$ cat src/rtl/slow_adc_pkg.sv
// Shared definitions for the slow-ADC FIFO reader: record field layout, packet framing, FSM states.
// Packet length depends on SLOW_READER_CHECKSUM_EN.
package slow_adc_pkg;

    localparam int REC_W = 64;

    localparam int SC_BIT     = 63;
    localparam int OC_BIT     = 62;
    localparam int TC_EXT_LSB = 48;
    localparam int TC_EXT_W   = 14;
    localparam int TC_INT_LSB = 36;
    localparam int TC_INT_W   = 12;
    localparam int SADC1_LSB  = 18;
    localparam int SADC2_LSB  = 0;
    localparam int SADC_W     = 18;
    localparam int TEMP_W     = 16;

    localparam logic [7:0] HEADER_BYTE = 8'hA5;

    localparam int PKT_LEN_BASE = 9;
    localparam int PKT_LEN_CSUM = 10;

`ifdef SLOW_READER_CHECKSUM_EN
    localparam int PKT_LEN = PKT_LEN_CSUM;

    function automatic logic [7:0] xor_bytes(input logic [REC_W-1:0] rec);
        logic [7:0] acc;
        acc = 8'h00;
        for (int i = 0; i < REC_W / 8; i++) begin
            acc = acc ^ rec[i*8 +: 8];
        end
        return acc;
    endfunction
`else
    localparam int PKT_LEN = PKT_LEN_BASE;
`endif

    typedef enum logic [2:0] {
        ST_IDLE,
        ST_POP,
        ST_LATCH,
        ST_SEND,
        ST_FLUSH
    } state_t;

endpackage

$ cat src/rtl/slow_adc_record_decode.sv
// Combinational split of one 64-bit slow-ADC record into flags, sign-extended temperatures and raw codes.
module slow_adc_record_decode
    import slow_adc_pkg::*;
(
    input  logic [REC_W-1:0]  record,
    output logic              fault_sc,
    output logic              fault_oc,
    output logic [TEMP_W-1:0] tc_ext_temp,
    output logic [TEMP_W-1:0] tc_int_temp,
    output logic [SADC_W-1:0] sadc1_data,
    output logic [SADC_W-1:0] sadc2_data
);

    assign fault_sc    = record[SC_BIT];
    assign fault_oc    = record[OC_BIT];
    assign tc_ext_temp = {{(TEMP_W - TC_EXT_W){record[TC_EXT_LSB + TC_EXT_W - 1]}},
                          record[TC_EXT_LSB +: TC_EXT_W]};
    assign tc_int_temp = {{(TEMP_W - TC_INT_W){record[TC_INT_LSB + TC_INT_W - 1]}},
                          record[TC_INT_LSB +: TC_INT_W]};
    assign sadc1_data  = record[SADC1_LSB +: SADC_W];
    assign sadc2_data  = record[SADC2_LSB +: SADC_W];

endmodule

$ cat src/rtl/slow_adc_fifo_reader.sv
// Pops slow-ADC records from a normal-mode FIFO, publishes decoded fields and streams each record as a
// header-framed byte packet. Defining SLOW_READER_CHECKSUM_EN appends an XOR checksum byte.
//
//   state    | meaning
//   IDLE     | waiting for a word; read request issued here
//   POP      | FIFO read latency cycle
//   LATCH    | capture word, update decoded outputs, load header
//   SEND     | stream header, record bytes (and checksum)
//   FLUSH    | one cycle after an abort while the FIFO clears
module slow_adc_fifo_reader
    import slow_adc_pkg::*;
(
    input  logic              clk_50,
    input  logic              reset_n,
    input  logic              flush,
    output logic              fifo_rdreq,
    input  logic [REC_W-1:0]  fifo_rddata,
    input  logic              fifo_rdempty,
    output logic              fifo_clr,
    output logic [7:0]        tx_data,
    output logic              tx_valid,
    input  logic              tx_ready,
    output logic [TEMP_W-1:0] tc_ext_temp,
    output logic [TEMP_W-1:0] tc_int_temp,
    output logic [SADC_W-1:0] sadc1_data,
    output logic [SADC_W-1:0] sadc2_data,
    output logic              fault_sc,
    output logic              fault_oc,
    output logic              sample_valid,
    output logic [15:0]       record_count
);

    state_t             state;
    logic [REC_W-1:0]   rec_shift;
    logic [3:0]         byte_idx;
`ifdef SLOW_READER_CHECKSUM_EN
    logic [7:0]         csum;
`endif

    logic               dec_sc;
    logic               dec_oc;
    logic [TEMP_W-1:0]  dec_ext;
    logic [TEMP_W-1:0]  dec_int;
    logic [SADC_W-1:0]  dec_s1;
    logic [SADC_W-1:0]  dec_s2;

    slow_adc_record_decode u_decode (
        .record      (fifo_rddata),
        .fault_sc    (dec_sc),
        .fault_oc    (dec_oc),
        .tc_ext_temp (dec_ext),
        .tc_int_temp (dec_int),
        .sadc1_data  (dec_s1),
        .sadc2_data  (dec_s2)
    );

    // Issued combinationally from IDLE so the read can never outlive IDLE or race an empty flag.
    assign fifo_rdreq = (state == ST_IDLE) && !fifo_rdempty && !flush;

    always_ff @(posedge clk_50 or negedge reset_n) begin
        if (!reset_n) begin
            state        <= ST_IDLE;
            rec_shift    <= '0;
            byte_idx     <= '0;
            fifo_clr     <= 1'b0;
            tx_data      <= 8'h00;
            tx_valid     <= 1'b0;
            tc_ext_temp  <= '0;
            tc_int_temp  <= '0;
            sadc1_data   <= '0;
            sadc2_data   <= '0;
            fault_sc     <= 1'b0;
            fault_oc     <= 1'b0;
            sample_valid <= 1'b0;
            record_count <= 16'h0000;
`ifdef SLOW_READER_CHECKSUM_EN
            csum         <= 8'h00;
`endif
        end else begin
            fifo_clr     <= 1'b0;
            sample_valid <= 1'b0;
            if (flush) begin
                state    <= ST_FLUSH;
                tx_valid <= 1'b0;
                fifo_clr <= 1'b1;
            end else begin
                case (state)
                    ST_IDLE: begin
                        if (!fifo_rdempty) state <= ST_POP;
                    end
                    ST_POP: begin
                        state <= ST_LATCH;
                    end
                    ST_LATCH: begin
                        rec_shift    <= fifo_rddata;
                        fault_sc     <= dec_sc;
                        fault_oc     <= dec_oc;
                        tc_ext_temp  <= dec_ext;
                        tc_int_temp  <= dec_int;
                        sadc1_data   <= dec_s1;
                        sadc2_data   <= dec_s2;
                        sample_valid <= 1'b1;
                        record_count <= record_count + 16'd1;
`ifdef SLOW_READER_CHECKSUM_EN
                        csum         <= xor_bytes(fifo_rddata);
`endif
                        tx_data      <= HEADER_BYTE;
                        tx_valid     <= 1'b1;
                        byte_idx     <= 4'd0;
                        state        <= ST_SEND;
                    end
                    ST_SEND: begin
                        if (tx_ready) begin
                            if (byte_idx == 4'(PKT_LEN - 1)) begin
                                tx_valid <= 1'b0;
                                state    <= ST_IDLE;
                            end else begin
                                byte_idx <= byte_idx + 4'd1;
`ifdef SLOW_READER_CHECKSUM_EN
                                if (byte_idx == 4'(PKT_LEN_BASE - 1)) begin
                                    tx_data <= csum;
                                end else begin
                                    tx_data   <= rec_shift[REC_W-1 -: 8];
                                    rec_shift <= {rec_shift[REC_W-9:0], 8'h00};
                                end
`else
                                tx_data   <= rec_shift[REC_W-1 -: 8];
                                rec_shift <= {rec_shift[REC_W-9:0], 8'h00};
`endif
                            end
                        end
                    end
                    ST_FLUSH: begin
                        state <= ST_IDLE;
                    end
                    default: begin
                        state <= ST_IDLE;
                    end
                endcase
            end
        end
    end

endmodule
$ cat config.mk
export PLATFORM = sky130hd
export DESIGN_NAME = slow_adc_fifo_reader
export DESIGN_NICKNAME = d
export VERILOG_FILES = /design/src/rtl/slow_adc_pkg.sv /design/src/rtl/slow_adc_record_decode.sv /design/src/rtl/slow_adc_fifo_reader.sv
export SDC_FILE = /design/constraint.sdc
export NUM_CORES = 1
export LEC_CHECK = 0
export CAP_MARGIN = 20
export CORE_MARGIN = 2
export CORE_UTILIZATION = 46
export CTS_BUF_LIST = sky130_fd_sc_hd__clkbuf_8
export DETAILED_ROUTE_END_ITERATION = 6
export PLACE_DENSITY = 0.82
export REMOVE_ABC_BUFFERS = 1
export SLEW_MARGIN = 20
export SYNTH_ARGS = -nofsm -noshare
export SYNTH_HDL_FRONTEND = slang
export SYNTH_SLANG_ARGS = --single-unit
export TNS_END_PERCENT = 30
$ cat constraint.sdc
create_clock -name clk_50 -period 2.05 [get_ports clk_50]
set_input_delay 0.3075 -clock clk_50 [delete_from_list [all_inputs] [get_ports clk_50]]
set_output_delay 0.3075 -clock clk_50 [all_outputs]
set_load 0.1 [all_outputs]
==> summary.txt <==
Register area: 4050 um2
Total clock buffers created by CTS: 17
Port Buffers: 166
Seq pwr share: 38.0%
Mean number of vias per cell: 5.08
Clock tree from TritonCTS: done
Post-route ant nets: 0
Crit Path Class: flip-flop to flip-flop
Internal cell power: 6170 uW
GRT overflow: 0
Startpoint class of the critical path: flip-flop
Sequential area share after synthesis: 58.7%
Final hold vios: 0
FF-to-FF setup slack: 0.06 ns
Total Routing Usage GR: 20.1%
Die ar.: 16000 um2
Commonest non-fill, non-tap cell in the layout: nand2_1
Placement row count: 44
Final Power: 10900 uW
Placed cells: 951
Worst Skew: 0.00928 ns
Multi-input logic area: 2640 um2
Final GP Congestion: 0.786
Mapped Area: 6910 um2
Pleak: 0.00461 uW
Crit Path Max Fanout: 12
Die height: 127 um
Yosys reg bits: 162
Synthesized area per cell: 11.2 um2
Slew headroom: 62.0%
Final WL: 15900 um
Worst EP required: 2.39 ns
Largest net degree at the start of global routing: 59
Via count: 5021
H-tree levels: 4
Crit path DAT: 2.32 ns
Worst-Margin Slew: 0.571 ns
Ys Warns: 0
First-pass GRT wire length: 25700 um
Dpl hpwl: 10700 um
DRC Markers: 0
Peak supply drop: 863 uV
Clock Power Share: 23.6%
Type of the worst min-delay path: input pin to async pin
Critical Path Max Stage Delay: 0.39 ns
CTS Sinks: 162
Final Instance Count excl. Fillers: 989
Power per standard cell area: 1190 nW/um2
Layout fillers: 1122
NumNets Final: 864
Status: complete, no violations
Logic pwr share: 38.4%
Yosys cell types: 37
Maxcap violations: 0
Vias in the first global route: 5227
Root buffer cell: clkbuf_8
First-pass iteration count of the detailed router: 4
Period utilisation layout: 96.9%
Post-synth EDFFs: 0
Async set-reset flop share out of synthesis: 100%
Drt wl/cell: 16.1 um
Core area: 14600 um2
DIE WIDTH: 127 um
Hold slack: 0.407 ns
Crit end category: flip-flop
Initial antenna violation count: 0
CTS max path bufs: 2
# setup viols final: 0
P_sw: 4770 uW
Fraction of layout cells with a size suffix above 1: 33.4%
CP max-delay cell: dfrtp_1
Sw Share: 43.6%
Synth Flop Type: dfrtp_1
Clk_lat worst skew: 0.45 ns
Max Fclk: 0.503 GHz
P&R area growth vs syn: 33.0%
Num ports: 167
Crit-path cells: inv_1 -> ha_1 -> and3b_1 -> nand2b_4 -> a21oi_4 -> buf_12 -> clkbuf_16 -> mux2_2
DRT iter0 DRCs: 246
Clock transition at path regs: 0.09 ns
Post-route minimum period: 1.99 ns
Gate Count Post-Synth: 618
ANT cells: 0
Most frequent cells in the layout: nand2_1 (211), dfrtp_1 (162), buf_4 (112), mux2_2 (104), clkdlybuf4s50_1 (67)
Initial Util: 47.4%
Slew Viols, Final: 0
==> area by class of cell <==
cell class / count / share of cell area, %
clock inverters: 13 / 2.00
multi-input cells: 404 / 28.7
repair buffers: 192 / 19.1
clock buffers: 19 / 2.85
well taps: 184 / 2.51
flip-flops and latches: 162 / 44.1
inverters: 15 / 0.667
==> final timing paths <==
check / start / end / cells past startpoint
min in group clk_50: fifo_rddata[50] / tc_ext_temp[2] / 3
worst min-delay path: reset_n / sadc1_data[3] / 2
worst max register to register: byte_idx[1] / rec_shift[50] / 8
worst max-delay path: byte_idx[1] / rec_shift[50] / 8
max in group asynchronous: reset_n / record_count[0] / 3
worst min register to register: tc_ext_temp[8] / tc_ext_temp[8] / 2
==> flip-flops by register name, indices dropped and copies added, names as in the netlist <==
register,count
tx_data,8
state,3
rec_shift,64
sadc1_data,18
sample_valid,1
sadc2_data,18
tc_int_temp,12
tx_valid,1
fifo_clr,1
fault_sc,1
tc_ext_temp,14
byte_idx,4
record_count,16
fault_oc,1
==> repair_timing <==
item                                    in CTS  in global routing
hold buffers                                 1                  0
hold endpoints to repair                    55                  0
endpoints found under the setup margin       1                 39
cloned                                       0                  3
pin swaps                                    0                  1
gates resized for setup                      3                  4
buffers inserted                             0                  2
==> layer usage <==
layer / vias to the layer above / part of all wire [%] / track usage (%)
li1: 2369 / - / -
met1: 2471 / 42 / 25.6
met2: 157 / 50 / 33.7
met3: 24 / 5.7 / 4.68
met4: 0 / 1.6 / 7.18
met5: - / 0 / 0
==> cells in the mapped netlist, drive strengths merged (4+ instances only) <==
cell,number,area share (%)
clkbuf,18,0.98
dfrtp,162,59
nand2,211,11
nor2,7,0.38
nand3,4,0.29
inv,14,0.76
a21oi,4,0.34
a22o,5,0.63
xor2,4,0.51
xnor2,11,1.4
o21ai,17,1.2
nand4,7,0.85
mux2,104,17
buf,19,1.8
==> power groups by stage <==
stage | clock, uW | sequential (uW) | combinational (uW)
global placement | 0 | 4170 | 4130
CTS | 2640 | 4160 | 4220
detailed placement | 0 | 4210 | 4200
floorplan | 0 | 6720 | 608
global route | 2770 | 4240 | 4360
finish | 2580 | 4160 | 4200
==> critical path: cells and delay by family, from the launching register on <==
| family | cells | cell delay [ns] |
|---|---|---|
| flip-flops | 1 | 0.39 |
| AND/OR/NAND/NOR | 2 | 0.36 |
| multiplexers | 1 | 0.34 |
| AO/OA/AOI/OAI | 1 | 0.20 |
| buffers and inverters | 3 | 0.39 |
| adder cells (fa/ha/maj) | 1 | 0.18 |
==> through the flow <==
stage | util, % | setup TNS, ns | worst slack, ns | instance area [um2]
global route | 63.0 | -0.0435 | -0.00830 | 9190
detailed placement | 59.0 | -4.50 | -0.135 | 8610
finish | 63.0 | 0 | 0.0632 | 9190
floorplan | - | -108.08 | -1.93 | 6720
global placement | 59.0 | -3.62 | -0.106 | 8610
CTS | 62.3 | 0 | 0.000799 | 9080
==> cells by family after synthesis <==
group                    after synthesis  synth area share [%]
flip-flops                           162                  58.7
adder cells (fa/ha/maj)                3                 0.543
multiplexers                         106                  17.2
buffers and inverters                 52                  3.66
XOR/XNOR                              15                  1.90
AO/OA/AOI/OAI                         33                  3.04
AND/OR/NAND/NOR                      247                  15.0
(Power assumes the default switching activity.)
